--- config.mk ---
export PLATFORM = sky130hd
export DESIGN_NAME = debug_cmd_rx
export DESIGN_NICKNAME = d
export VERILOG_FILES = /design/src/rtl/debug_cmd_rx.sv
export SDC_FILE = /design/constraint.sdc
export NUM_CORES = 1
export LEC_CHECK = 0
export ABC_CLOCK_PERIOD_IN_PS = 2400
export BUFFER_PORTS_ARGS = -buffer_cell sky130_fd_sc_hd__buf_2
export CORE_MARGIN = 8
export CORE_UTILIZATION = 25
export DETAILED_ROUTE_END_ITERATION = 8
export HOLD_SLACK_MARGIN = 0.08
export PLACE_DENSITY = 0.47
export SYNTH_ARGS = -nofsm -noshare
export SYNTH_HDL_FRONTEND = slang
export SYNTH_SLANG_ARGS = --single-unit
--- constraint.sdc ---
create_clock -name clk -period 2.4 [get_ports clk]
set_input_delay 0.12 -clock clk [delete_from_list [all_inputs] [get_ports clk]]
set_output_delay 0.12 -clock clk [all_outputs]
set_load 0.1 [all_outputs]
--- src/rtl/debug_cmd_rx.sv ---
// debug_cmd_rx: host debug command decoder behind the board UART receiver.
// Drives breakpoint, halt/step and clock-select controls; optional ACK/NAK
// byte per command when DEBUG_ACK_EN is defined.
// Ports: clk, reset (async, active-high); received/rx_byte/recv_error in;
// bp_addr, bp_en, halt, step, clk_sel, cmd_done, err_count,
// ack_strobe, ack_byte out (all registered).
module debug_cmd_rx #(
  parameter int TIMEOUT_CYCLES = 6_600_000,
  parameter int TW             = 23
) (
  input  logic        clk,
  input  logic        reset,
  input  logic        received,
  input  logic [7:0]  rx_byte,
  input  logic        recv_error,
  output logic [15:0] bp_addr,
  output logic        bp_en,
  output logic        halt,
  output logic        step,
  output logic        clk_sel,
  output logic        cmd_done,
  output logic [7:0]  err_count,
  output logic        ack_strobe,
  output logic [7:0]  ack_byte
);

  typedef enum logic [1:0] {
    IDLE, ARG_LO, ARG_HI, ARG_M
  } state_t;

  localparam logic [TW-1:0] TMO_LAST =
    TW'(TIMEOUT_CYCLES - 1);

  state_t        state;
  logic [7:0]    shadow_lo;
  logic [TW-1:0] tmo_cnt;

  logic rx;
  logic tmo;
  logic op_ok;
  logic op_rej;
  logic done;
  logic rej;

  always_comb begin
    // A framing error always discards the byte.
    rx     = received & ~recv_error;
    // A byte arriving on the timeout cycle wins over the timeout.
    tmo    = (state != IDLE) && !received &&
             (tmo_cnt == TMO_LAST);
    op_ok  = 1'b0;
    op_rej = 1'b0;
    if (rx && state == IDLE) begin
      unique case (rx_byte)
        8'h42, 8'h4D: ;
        8'h43, 8'h48, 8'h52: op_ok = 1'b1;
        8'h53: begin
          op_ok  = halt;
          op_rej = ~halt;
        end
        default: op_rej = 1'b1;
      endcase
    end
    done = op_ok |
           (rx && (state == ARG_HI || state == ARG_M));
    rej  = recv_error | tmo | op_rej;
  end

  always_ff @(posedge clk or posedge reset) begin
    if (reset) begin
      state     <= IDLE;
      shadow_lo <= 8'h00;
      tmo_cnt   <= '0;
      bp_addr   <= 16'h0000;
      bp_en     <= 1'b0;
      halt      <= 1'b0;
      step      <= 1'b0;
      clk_sel   <= 1'b0;
      cmd_done  <= 1'b0;
      err_count <= 8'h00;
    end else begin
      step     <= rx && state == IDLE &&
                  rx_byte == 8'h53 && halt;
      cmd_done <= done;
      if (rej && err_count != 8'hFF)
        err_count <= err_count + 8'h01;
      if (rx || rej || state == IDLE)
        tmo_cnt <= '0;
      else
        tmo_cnt <= tmo_cnt + TW'(1);
      if (rej) begin
        state <= IDLE;
      end else if (rx) begin
        unique case (state)
          IDLE: begin
            unique case (rx_byte)
              8'h42: state <= ARG_LO;
              8'h4D: state <= ARG_M;
              8'h43: bp_en <= 1'b0;
              8'h48: halt  <= 1'b1;
              8'h52: halt  <= 1'b0;
              default: ;
            endcase
          end
          ARG_LO: begin
            shadow_lo <= rx_byte;
            state     <= ARG_HI;
          end
          ARG_HI: begin
            bp_addr <= {rx_byte, shadow_lo};
            bp_en   <= 1'b1;
            state   <= IDLE;
          end
          ARG_M: begin
            clk_sel <= rx_byte[0];
            state   <= IDLE;
          end
        endcase
      end
    end
  end

`ifdef DEBUG_ACK_EN
  always_ff @(posedge clk or posedge reset) begin
    if (reset) begin
      ack_strobe <= 1'b0;
      ack_byte   <= 8'h00;
    end else begin
      ack_strobe <= done | rej;
      if (done)
        ack_byte <= 8'h06;
      else if (rej)
        ack_byte <= 8'h15;
    end
  end
`else
  assign ack_strobe = 1'b0;
  assign ack_byte   = 8'h00;
`endif

endmodule

; Word level (Yosys, flattened, before mapping)
; Index checks and enable logic that the tools add are counted.
[totals]
out_inout_bits = 38
regBits = 62
word_cells = 69
inputBits = 12
[op_classes]
n_bitwise = 7
mux = 12
add_sub_neg = 2
eq_ne = 13
reduce_logical = 25
[ops]
columns = cell, n
row1 = "8-bit by 7-bit == test with 1-bit output, second input constant", 6
row2 = "23-bit by 1-bit adder with 23-bit output, second input constant", 1
row3 = "23-bit == test, second input constant", 1
row4 = 23-bit two-way mux, 1
row5 = 3-bit AND reduction, 3
row6 = "8-bit by 1-bit adder with 8-bit output, second input constant", 1
row7 = "8-bit inequality test, second input constant", 1
row8 = 1-bit one-hot mux with 2 select lines, 4
row9 = 4-bit AND reduction, 2
row10 = 2-bit nonzero test, 4
row11 = 1-bit logical AND, 7
row12 = 2-bit one-hot mux with 3 select lines, 1
row13 = 5-bit OR reduction, 1
row14 = "2-bit == test, second input constant", 2
row15 = 2-bit two-way mux, 2
row16 = "4-bit by 2-bit inequality test with 1-bit output, second input constant", 1
row17 = 2-bit one-hot mux with 2 select lines, 1
row18 = 1-bit logical OR, 3
row19 = 1-bit two-way mux, 3
row20 = 1-bit inverter, 3
row21 = 1-bit OR, 3
row22 = 3-bit OR reduction, 1
row23 = "2-bit by 1-bit == test with 1-bit output, second input constant", 1
row24 = 2-bit zero test, 1
row25 = other kinds (5), 5

; Depth between registers and ports, before layout
; Gate-level depths: netlist of run 1.
[logic_depth]
depth_word = 8
ltp_mapped = 9
depth_no_buf = 7

; Least setup slack after synthesis of run 1
; No wires, ideal clock.
[synth_path]
path_type = reg-to-reg
startpoint = reg halt
endpoint = reg tmo_cnt[10]
path_slack_ns = 0.123
arrival_time_ns = 2.206
setup_ns = 0.071
required_time_ns = 2.329
period_less_slack_ns = 2.277
stages_incl_launch_ff = 8
path_cell_list = dfrtp_1 -> o211ai_1 -> a31oi_2 -> o21ai_2 -> or3_1 -> buf_6 -> buf_6 -> nor2_1
[synth_via]
elab_chain_len = 7
[synth_rtl]
columns = element, line
row1 = start: declaration, 18  ; output logic halt,
row2 = start signal: assignment, 76  ; halt <= 1'b0;
row3 = start signal: assignment, 100  ; 8'h48: halt <= 1'b1;
row4 = start signal: assignment, 101  ; 8'h52: halt <= 1'b0;
row5 = 1-bit inverter, 59  ; op_rej = ~halt;
row6 = 1-bit one-hot mux with 2 select lines, 54  ; unique case (rx_byte)
row7 = 1-bit two-way mux, 53  ; if (rx && state == IDLE) begin
row8 = 1-bit OR, 66  ; rej = recv_error | tmo | op_rej;
row9 = 1-bit logical OR (2 in a row), 87  ; if (rx || rej || state == IDLE)
row10 = 23-bit two-way mux, 87
row11 = end signal: assignment, 90  ; tmo_cnt <= tmo_cnt + TW'(1);
row12 = end: declaration, 36  ; logic [TW-1:0] tmo_cnt;
; No other way between the ends.
; A chain may end at the register's enable or synchronous reset.

; Final worst setup path of run 1
[layout_path]
startpoint = reg tmo_cnt[16]
endpoint = reg err_count[1]
[layout_via]
elab_chain_len = 5
[layout_rtl]
columns = element, line
row1 = 23-bit == test, 50  ; (tmo_cnt == TMO_LAST);
row2 = 1-bit logical AND, 49  ; tmo = (state != IDLE) && !received &&
row3 = 1-bit OR (2 in a row), 66
row4 = 1-bit logical AND, 85  ; if (rej && err_count != 8'hFF)
row5 = end signal: assignment, 86  ; err_count <= err_count + 8'h01;
row6 = end: declaration, 22  ; output logic [7:0] err_count,
; No other way between the ends.

==> results of run 1 <==
Yosys cell counts (2+ instances only):
master and instances:
dfrtp_1 62, nor2_1 28, mux2_2 27, nand2_1 16, xor2_1 16, nand3_1 14, buf_4 10, and3_1 9
nand4_1 8, o21ai_0 8, a21oi_1 7, xnor2_1 6, inv_1 5, and4_1 4, buf_6 4, or3_1 4
buf_2 3, o211ai_1 3, a31oi_1 2, ha_1 2, mux2_1 2, nand2b_1 2, nor3_1 2, nor4_1 2
through the flow:
stage          power, W  setup slack [ns]  util (%)
3_5_place_dp   0.001975            0.2553     28.52
5_1_grt        0.003486            0.1003     31.69
2_1_floorplan  0.001851            0.1231         -
3_3_place_gp   0.001972            0.2947     28.52
4_1_cts        0.003397            0.2231     31.69
6_report       0.003349            0.2347     31.69
power by group through the flow:
| stage | combinational [W] | clock [W] | sequential (W) |
|---|---|---|---|
| 3_3_place_gp | 0.000770 | 0 | 0.00120 |
| 6_report | 0.000770 | 0.00139 | 0.00119 |
| 3_5_place_dp | 0.000773 | 0 | 0.00120 |
| 4_1_cts | 0.000776 | 0.00143 | 0.00119 |
| 5_1_grt | 0.000815 | 0.00147 | 0.00120 |
| 2_1_floorplan | 0.000223 | 0 | 0.00163 |
kinds of logic (layout without fill, tap and decap cells):
| group | after synthesis | after routing | synth area share [%] |
|---|---|---|---|
| simple gates | 100 | 100 | 18.05 |
| flops | 62 | 62 | 52.54 |
| mux | 29 | 29 | 11.06 |
| compound gates | 26 | 26 | 5.509 |
| buf+inv | 23 | 68 | 5.339 |
| xor+xnor | 22 | 22 | 6.525 |
| fa+ha+maj | 2 | 2 | 0.8473 |
| other cells | 1 | 9 | 0.1270 |
worst paths after layout:
| check | slack [ns] | end | depth (start not counted) | start |
|---|---|---|---|---|
| max in group asynchronous | 1.37 | cmd_done$_DFF_PP0_ | 4 | reset |
| max reg2reg | 0.23 | err_count[1]$_DFFE_PP0P_ | 6 | tmo_cnt[16]$_DFF_PP0_ |
| max | 0.23 | err_count[1]$_DFFE_PP0P_ | 6 | tmo_cnt[16]$_DFF_PP0_ |
| min reg2reg | 0.48 | bp_en$_DFFE_PP0P_ | 1 | bp_en$_DFFE_PP0P_ |
| min in group asynchronous | 0.43 | tmo_cnt[4]$_DFF_PP0_ | 3 | reset |
| min | 0.11 | state[0]$_DFFE_PP0P_ | 3 | received |
final cells by class:
class	count	area, um^2	share of cell area, %
Multi-Input combinational cell	188	1274	35.06
Clock inverter	7	97.59	2.686
Clock buffer	9	225.2	6.198
Timing Repair Buffer	47	287.8	7.920
Sequential cell	62	1551	42.70
Tap cell	143	178.9	4.924
Inverter	5	18.77	0.5165
worst max-delay path, delay by kind of cell (launching register included):
family          cells  cell delay, ns
simple gates        2            0.70
mux                 1            0.33
flops               1            0.44
compound gates      3            0.57
routing by layer:
layer | vias up | global-route usage (%) | wire (um)
li1 | 1011 | - | -
met2 | 50 | 12.41 | 2834
met1 | 1008 | 11.75 | 3279
met5 | - | 0 | 0
met4 | 0 | 5.103 | 134
met3 | 9 | 2.170 | 216
sequential cells by signal (all words and copies together) (netlist names):
| signal | count |
|---|---|
| tmo_cnt | 23 |
| halt | 1 |
| shadow_lo | 8 |
| state | 2 |
| bp_addr | 16 |
| step | 1 |
| bp_en | 1 |
| clk_sel | 1 |
| err_count | 8 |
| cmd_done | 1 |
==> flow_metrics.env, run 1 <==
export IMPL_num_rows=39
export IMPL_leakage_nw=1.705
export IMPL_grt_first_pass_wirelength_um=11100
export IMPL_finalWirelength_um=6464
export IMPL_holdWs_ns=0.1061
export IMPL_clock_skew_ns=0.006911
export IMPL_ant_nets=0
export IMPL_critPathSlowestCell="or4_1"
export IMPL_synth_seq_cells=62
export IMPL_yosys_area_top_type="dfrtp_1"
export IMPL_holdBufCountCts=4
export IMPL_placed_area_um2=3271
export IMPL_grt_max_degree=35
export IMPL_synth_top_area_share_pct=52.54
export IMPL_placedCellCount=441
export IMPL_place_hpwl_um=4612
export IMPL_area_growth_pct=23.05
export IMPL_clk_latency_ns=0.33
export IMPL_syn_area_um2=2953
export IMPL_clkTransAtPathRegs_ns=0.05
export IMPL_cts_sinks=62
export IMPL_die_h_um=124.7
export IMPL_clock_root_buffer="clkbuf_16"
export IMPL_min_period_ns=2.165
export IMPL_diodes=0
export IMPL_maxCapViolations=0
export IMPL_ctsLongestPathBuffers=2
export IMPL_endpoint_kind="flip-flop"
export IMPL_rsz0062_at_grt="false"
export IMPL_cts_tree="yes"
export IMPL_yosysWarnings=0
export IMPL_htreeDepth=3
export IMPL_nFillCells=1160
export IMPL_grt_use_total_pct=8.761
export IMPL_die_w_um=124.7
export IMPL_layout_commonest_cell="dfrtp_1"
export IMPL_arrival_ns=2.37
export IMPL_synth_flop_cell="dfrtp_1"
export IMPL_grt_antenna_before_repair=0
export IMPL_fin_cells=461
export IMPL_power_frac_comb_pct=23.0
export IMPL_synth_area_leaders="dfrtp_1 (53%), mux2_2 (10%), xor2_1 (4.7%)"
export IMPL_core_area_um2=11470
export IMPL_relSlewSlack_pct=56.70
export IMPL_cts_made_buffers=9
export IMPL_fin_nets=327
export IMPL_vias=2078
export IMPL_viasPerCell=4.508
export IMPL_required_ns=2.60
export IMPL_synthArstFlopShare_pct=100.0
export IMPL_irDropWorstVdd_v=0.001126
export IMPL_clock_power_share_pct=41.6
export IMPL_drt_iter0_markers=116
export IMPL_status="finished, final reports clean"
export IMPL_path_cells="or4_1 -> nor4_2 -> a31oi_1 -> o21ai_2 -> o21a_1 -> mux2_1"
export IMPL_setup_viol=0
export IMPL_synth_cell_types=43
export IMPL_ioPinCount=50
export IMPL_setup_tns_ns=0
export IMPL_postLayoutCellArea_um2=3633
export IMPL_p_sw_w=0.001194
export IMPL_worst_setup_path_start_kind="flip-flop"
export IMPL_grt_pass1_vias=2114
export IMPL_port_buffers=40
export IMPL_drive_above_1_share_pct=28.62
export IMPL_dieArea_um2=15550
export IMPL_synth_edf_count=0
export IMPL_drt_pass1_iterations=4
export IMPL_post_cts_buffers=0
export IMPL_power_internal_w=0.002155
export IMPL_power_density_nw_per_um2=921.6
export IMPL_start_util_pct=25.75
export IMPL_ys_seq_area_share_pct=52.54
export IMPL_drc_errors=0
export IMPL_final_max_slew_violation_count=0
export IMPL_max_stage_delay_ns=0.54
export IMPL_hp_class="input port to flip-flop"
export IMPL_synthCells=265
export IMPL_wire_per_inst_um=14.02
export IMPL_max_freq_mhz=461.8
export IMPL_grt_overflow_total=0
export IMPL_syn_avg_cell_area_um2=11.14
export IMPL_hold_viol=0
export IMPL_gp_congestion=0.7945
export IMPL_switching_share_pct=35.64
export IMPL_timing_final_crit_share_pct=90.22
export IMPL_cp_max_fo=10
export IMPL_final_cell_mix="dfrtp_1 (62), buf_2 (40), nor2_1 (28)"
export IMPL_ctsResizeCount=0
export IMPL_crit_type="flip-flop to flip-flop"
export IMPL_power_frac_seq_pct=35.4
export IMPL_max_slew_worst_pin_slew_ns=0.6486
Power figures use the tool's default switching activity.
==> run 2: changes to the inputs <==
==> constraint.sdc (replaced) <==
create_clock -name clk -period 2.4 [get_ports clk]
set_input_delay 0.36 -clock clk [delete_from_list [all_inputs] [get_ports clk]]
set_output_delay 0.36 -clock clk [all_outputs]
set_load 0.1 [all_outputs]
==> run 2 against run 1 <==
- first-iteration DRC count fell by 32%
- sequential share of layout area rose by 0.67 points
- flip-flop and latch count did not move
- routed wire length fell by 1.8%
- via count fell by 0.48%
- sequential power barely moved
- non-clock buffer count fell by 3
- largest cell class unchanged
==> flow_metrics.env, run 2 (same netlist as run 1, synthesis figures left out) <==
export IMPL_status="finished, final reports clean"
export IMPL_grt_first_pass_wirelength_um=10850
export IMPL_max_stage_delay_ns=0.53
export IMPL_r2r_slack_ns=0.25
export IMPL_fin_cells=458
export IMPL_largest_register_ffs=23
export IMPL_grt_pass1_vias=2085
export IMPL_rsz0062_at_grt="false"
export IMPL_reg2reg_from="tmo_cnt[16]$_DFF_PP0_"
export IMPL_setup_tns_ns=0
export IMPL_p_sw_w=0.001191
export IMPL_layout_commonest_cell="dfrtp_1"
export IMPL_clock_skew_ns=0.005688
export IMPL_drt_iter0_markers=79
export IMPL_clock_root_buffer="clkbuf_16"
export IMPL_total_power_w=0.003238
export IMPL_crit_buf_inv=0
export IMPL_grt_use_total_pct=8.539
export IMPL_ctsLongestPathBuffers=2
export IMPL_ant_nets=0
export IMPL_die_w_um=124.7
export IMPL_wire_per_inst_um=13.86
export IMPL_max_freq_mhz=465.3
export IMPL_placedCellCount=442
export IMPL_num_rows=39
export IMPL_arrival_ns=2.35
export IMPL_critPathSlowestCell="or4_1"
export IMPL_die_h_um=124.7
export IMPL_largest_register="tmo_cnt"
export IMPL_worst_setup_path_start_kind="flip-flop"
export IMPL_hold_viol=0
export IMPL_required_ns=2.61
export IMPL_multi_input_area_um2=1274
export IMPL_holdWs_ns=0.08947
export IMPL_htreeDepth=3
export IMPL_power_frac_seq_pct=36.7
export IMPL_timing_final_crit_share_pct=89.55
export IMPL_place_hpwl_um=4547
export IMPL_fin_nets=324
export IMPL_irDropWorstVdd_v=0.0007900
export IMPL_maxCapViolations=0
export IMPL_nFillCells=1155
export IMPL_grt_antenna_before_repair=0
export IMPL_final_cell_mix="dfrtp_1 (62), buf_2 (40), nor2_1 (28)"
export IMPL_drc_errors=0
export IMPL_clock_power_share_pct=39.5
export IMPL_ioPinCount=50
export IMPL_path_cells="or4_1 -> nor4_2 -> a31oi_1 -> o21ai_2 -> o21a_1 -> mux2_1"
export IMPL_register_area_um2=1551
export IMPL_final_max_slew_violation_count=0
export IMPL_post_cts_buffers=0
export IMPL_cp_max_fo=10
export IMPL_viasPerCell=4.515
export IMPL_power_internal_w=0.002048
export IMPL_min_period_ns=2.149
export IMPL_area_growth_pct=21.14
export IMPL_port_buffers=40
export IMPL_cts_sinks=62
export IMPL_rr_worst_depth=6
export IMPL_diodes=0
export IMPL_cp_top_family="simple AND/OR/NAND/NOR gates"
export IMPL_power_frac_comb_pct=23.8
export IMPL_setup_viol=0
export IMPL_finalWirelength_um=6346
export IMPL_power_density_nw_per_um2=905.3
export IMPL_endpoint_kind="flip-flop"
export IMPL_grt_overflow_total=0
export IMPL_clkTransAtPathRegs_ns=0.06
export IMPL_fin_util_pct=31.19
export IMPL_leakage_nw=1.687
export IMPL_core_area_um2=11470
export IMPL_cts_made_buffers=9
export IMPL_dieArea_um2=15550
export IMPL_drive_above_1_share_pct=29.21
export IMPL_gp_congestion=0.7656
export IMPL_timing_rr_end="err_count[1]$_DFFE_PP0P_"
export IMPL_ctsResizeCount=0
export IMPL_grt_max_degree=63
export IMPL_hp_class="input port to async pin"
export IMPL_vias=2068
export IMPL_crit_type="flip-flop to flip-flop"
export IMPL_drt_pass1_iterations=4
export IMPL_reg_top3="tmo_cnt: 23 flops, bp_addr: 16 flops"
export IMPL_clk_latency_ns=0.33
export IMPL_start_util_pct=25.75
export IMPL_switching_share_pct=36.76
export IMPL_holdBufCountCts=0
export IMPL_cts_tree="yes"
==> run 2: final cells by class <==
class | instances | area share [%]
Sequential cell | 62 | 43.37
Multi-Input combinational cell | 188 | 35.61
Timing Repair Buffer | 44 | 7.135
Clock buffer | 9 | 6.296
Tap cell | 143 | 5.002
Clock inverter | 7 | 2.064
Inverter | 5 | 0.5247
==> run 2: worst register-to-register path, delay by kind of cell, from the launching register on <==
| kind | cells | cell delay, ns |
|---|---|---|
| mux | 1 | 0.33 |
| simple gates | 2 | 0.69 |
| compound gates | 3 | 0.57 |
| flops | 1 | 0.43 |
==> run 2: worst max-delay path by stage <==
stage                     depth (start not counted)  slack (ns)             startpoint                  endpoint
final                                             6        0.25  tmo_cnt[16]$_DFF_PP0_  err_count[1]$_DFFE_PP0P_
after global routing                              6        0.12  tmo_cnt[16]$_DFF_PP0_  err_count[1]$_DFFE_PP0P_
after CTS                                         6        0.24  tmo_cnt[16]$_DFF_PP0_  err_count[1]$_DFFE_PP0P_
after detailed placement                          7        0.21             rx_byte[3]  err_count[1]$_DFFE_PP0P_
after global placement                            7        0.29             rx_byte[3]  err_count[1]$_DFFE_PP0P_
after floorplan                                   7        0.12       halt$_DFFE_PP0P_     tmo_cnt[10]$_DFF_PP0_
==> run 2: layer usage <==
layer | wire, um | vias up | global-route usage (%)
li1 | - | 1007 | -
met1 | 3169 | 1011 | 11.54
met2 | 2797 | 40 | 11.74
met3 | 201 | 10 | 1.702
met4 | 178 | 0 | 6.237
met5 | 0 | - | 0
==> run 2: through the flow <==
step / worst slack, ns / cell area, um^2
detailed placement: 0.2082 / 3278
global placement: 0.2876 / 3278
finish: 0.2507 / 3577
floorplan: 0.1231 / 2983
CTS: 0.2381 / 3577
global route: 0.1184 / 3577
==> run 2: power groups by stage <==
stage,logic [W],clock network (W),registers [W]
finish,0.000772,0.00128,0.00119
global route,0.000811,0.00137,0.00120
CTS,0.000780,0.00132,0.00119
detailed placement,0.000781,0,0.00120
global placement,0.000772,0,0.00121
floorplan,0.000223,0,0.00163
==> run 3: changes to the inputs <==
--- a/config.mk
+++ b/config.mk
@@ -7,11 +7,13 @@
 export LEC_CHECK = 0
 export ABC_CLOCK_PERIOD_IN_PS = 2400
 export BUFFER_PORTS_ARGS = -buffer_cell sky130_fd_sc_hd__buf_2
+export CORE_ASPECT_RATIO = 1.2
 export CORE_MARGIN = 8
 export CORE_UTILIZATION = 25
 export DETAILED_ROUTE_END_ITERATION = 8
 export HOLD_SLACK_MARGIN = 0.08
 export PLACE_DENSITY = 0.47
+export SKIP_LAST_GASP = 1
 export SYNTH_ARGS = -nofsm -noshare
 export SYNTH_HDL_FRONTEND = slang
 export SYNTH_SLANG_ARGS = --single-unit
==> run 3 against run 2 <==
- combinational power barely moved
- clock power down 4%
- critical path depth increased by 1
- worst hold slack worse by 0.0022 ns
- first-iteration DRC count down 10%
- largest power group unchanged
- highest routed layer unchanged
==> flow_metrics.env, run 3 (same netlist as run 1, synthesis figures left out) <==
export IMPL_clock_skew_ns=0.003715
export IMPL_clk_latency_ns=0.33
export IMPL_finalWirelength_um=6294
export IMPL_cp_max_fo=6
export IMPL_grt_overflow_total=0
export IMPL_grt_use_total_pct=8.747
export IMPL_htreeDepth=3
export IMPL_cts_sinks=62
export IMPL_cts_tree="yes"
export IMPL_final_max_slew_violation_count=0
export IMPL_holdBufCountCts=0
export IMPL_worst_setup_path_start_kind="flip-flop"
export IMPL_final_cell_mix="dfrtp_1 (62), buf_2 (40), nor2_1 (28)"
export IMPL_layout_commonest_cell="dfrtp_1"
export IMPL_ant_nets=0
export IMPL_timing_final_crit_share_pct=87.98
export IMPL_power_density_nw_per_um2=887.9
export IMPL_fin_nets=325
export IMPL_vias=2042
export IMPL_rsz0062_at_grt="false"
export IMPL_ctsLongestPathBuffers=2
export IMPL_ctsResizeCount=0
export IMPL_setup_viol=0
export IMPL_placedCellCount=457
export IMPL_fin_cells=472
export IMPL_place_hpwl_um=4439
export IMPL_core_area_um2=11570
export IMPL_cts_made_buffers=9
export IMPL_drc_errors=0
export IMPL_irDropWorstVdd_v=0.001138
export IMPL_gp_congestion=0.7429
export IMPL_die_h_um=135.1
export IMPL_reg_top3="tmo_cnt: 23 flops, bp_addr: 16 flops"
export IMPL_placed_area_um2=3303
export IMPL_grt_pass1_vias=2131
export IMPL_setup_tns_ns=0
export IMPL_grt_max_degree=63
export IMPL_nFillCells=1214
export IMPL_grt_first_pass_wirelength_um=10630
export IMPL_dieArea_um2=15560
export IMPL_clkTransAtPathRegs_ns=0.05
export IMPL_clock_root_buffer="clkbuf_16"
export IMPL_hp_class="input port to async pin"
export IMPL_drive_above_1_share_pct=28.57
export IMPL_dp_slack_ns=0.2897
export IMPL_start_util_pct=25.53
export IMPL_timing_final_ws_setup_ns=0.2885
export IMPL_ioPinCount=50
export IMPL_grt_antenna_before_repair=0
export IMPL_crit_type="flip-flop to flip-flop"
export IMPL_postLayoutCellArea_um2=3591
export IMPL_leakage_nw=1.688
export IMPL_maxCapViolations=0
export IMPL_max_freq_mhz=473.6
export IMPL_area_growth_pct=21.61
export IMPL_status="finished, final reports clean"
export IMPL_required_ns=2.61
export IMPL_hold_viol=0
export IMPL_num_rows=43
export IMPL_die_w_um=115.2
export IMPL_diodes=0
export IMPL_drt_iter0_markers=71
export IMPL_endpoint_kind="flip-flop"
export IMPL_post_cts_buffers=0
export IMPL_viasPerCell=4.326
export IMPL_port_buffers=40
export IMPL_min_period_ns=2.112
export IMPL_largest_register_ffs=23
export IMPL_arrival_ns=2.32
export IMPL_largest_register="tmo_cnt"
export IMPL_wire_per_inst_um=13.33
export IMPL_drt_pass1_iterations=4
## run 3: changes by cell type in the layout (fill, tap and decap cells not counted)
cell	previous run	this run
clkinvlp_4	1	0
inv_6	1	0
buf_4	2	3
clkbuf_1	0	2
clkbuf_8	0	4
clkinv_2	2	0
bufinv_16	1	0
clkinv_4	2	0
## run 3: layer usage
metal / vias up / global-route usage (%) / routed length [um]
met5: - / 0 / 0
met4: 0 / 5.194 / 169
met3: 12 / 3.350 / 386
met2: 46 / 13.34 / 2906
met1: 980 / 10.19 / 2831
li1: 1004 / - / -
## run 3: worst max-delay path, cell delays in order (launching register included)
cell	delay, ns
dfrtp_1	0.42
or4_1	0.53
nor4_2	0.14
a31oi_1	0.15
o21ai_2	0.14
buf_4	0.19
nand4_1	0.10
mux2_1	0.32
## run 3: power breakdown
| group | internal (W) | switching [W] | leakage [nW] |
|---|---|---|---|
| Sequential | 0.00111 | 0.0000742 | 0.847 |
| Combinational | 0.000132 | 0.000636 | 0.699 |
| Clock | 0.000805 | 0.000429 | 0.142 |
| Total | 0.00205 | 0.00114 | 1.69 |
## run 3: path summary, 6_finish.rpt
| check | start | end | slack, ns | depth (start not counted) |
|---|---|---|---|---|
| worst min register to register | bp_en$_DFFE_PP0P_ | bp_en$_DFFE_PP0P_ | 0.48 | 1 |
| min in group clk | rx_byte[1] | halt$_DFFE_PP0P_ | 0.30 | 2 |
| worst max-delay path | tmo_cnt[16]$_DFF_PP0_ | err_count[7]$_DFFE_PP0P_ | 0.29 | 7 |
| worst max register to register | tmo_cnt[16]$_DFF_PP0_ | err_count[7]$_DFFE_PP0P_ | 0.29 | 7 |
| worst min-delay path | reset | shadow_lo[2]$_DFFE_PP0P_ | 0.09 | 3 |
| max in group asynchronous | reset | tmo_cnt[8]$_DFF_PP0_ | 2.04 | 3 |
## run 3: per-stage QoR
stage	hold WS [ns]	power [W]	util [%]
after floorplan	0.4632	0.001851	-
after global placement	0.4521	0.001975	28.56
after detailed placement	0.4586	0.001980	28.56
after CTS	0.1074	0.003232	31.04
after global routing	0.1287	0.003305	31.04
final	0.08723	0.003188	31.04
## run 3: area by class of cell
class	count	area, um^2	share of cell area [%]
Clock buffer	15	287.8	8.014
Inverter	5	18.77	0.5226
Multi-Input combinational cell	188	1274	35.47
Sequential cell	62	1551	43.21
Tap cell	157	196.4	5.470
Timing Repair Buffer	45	262.8	7.317
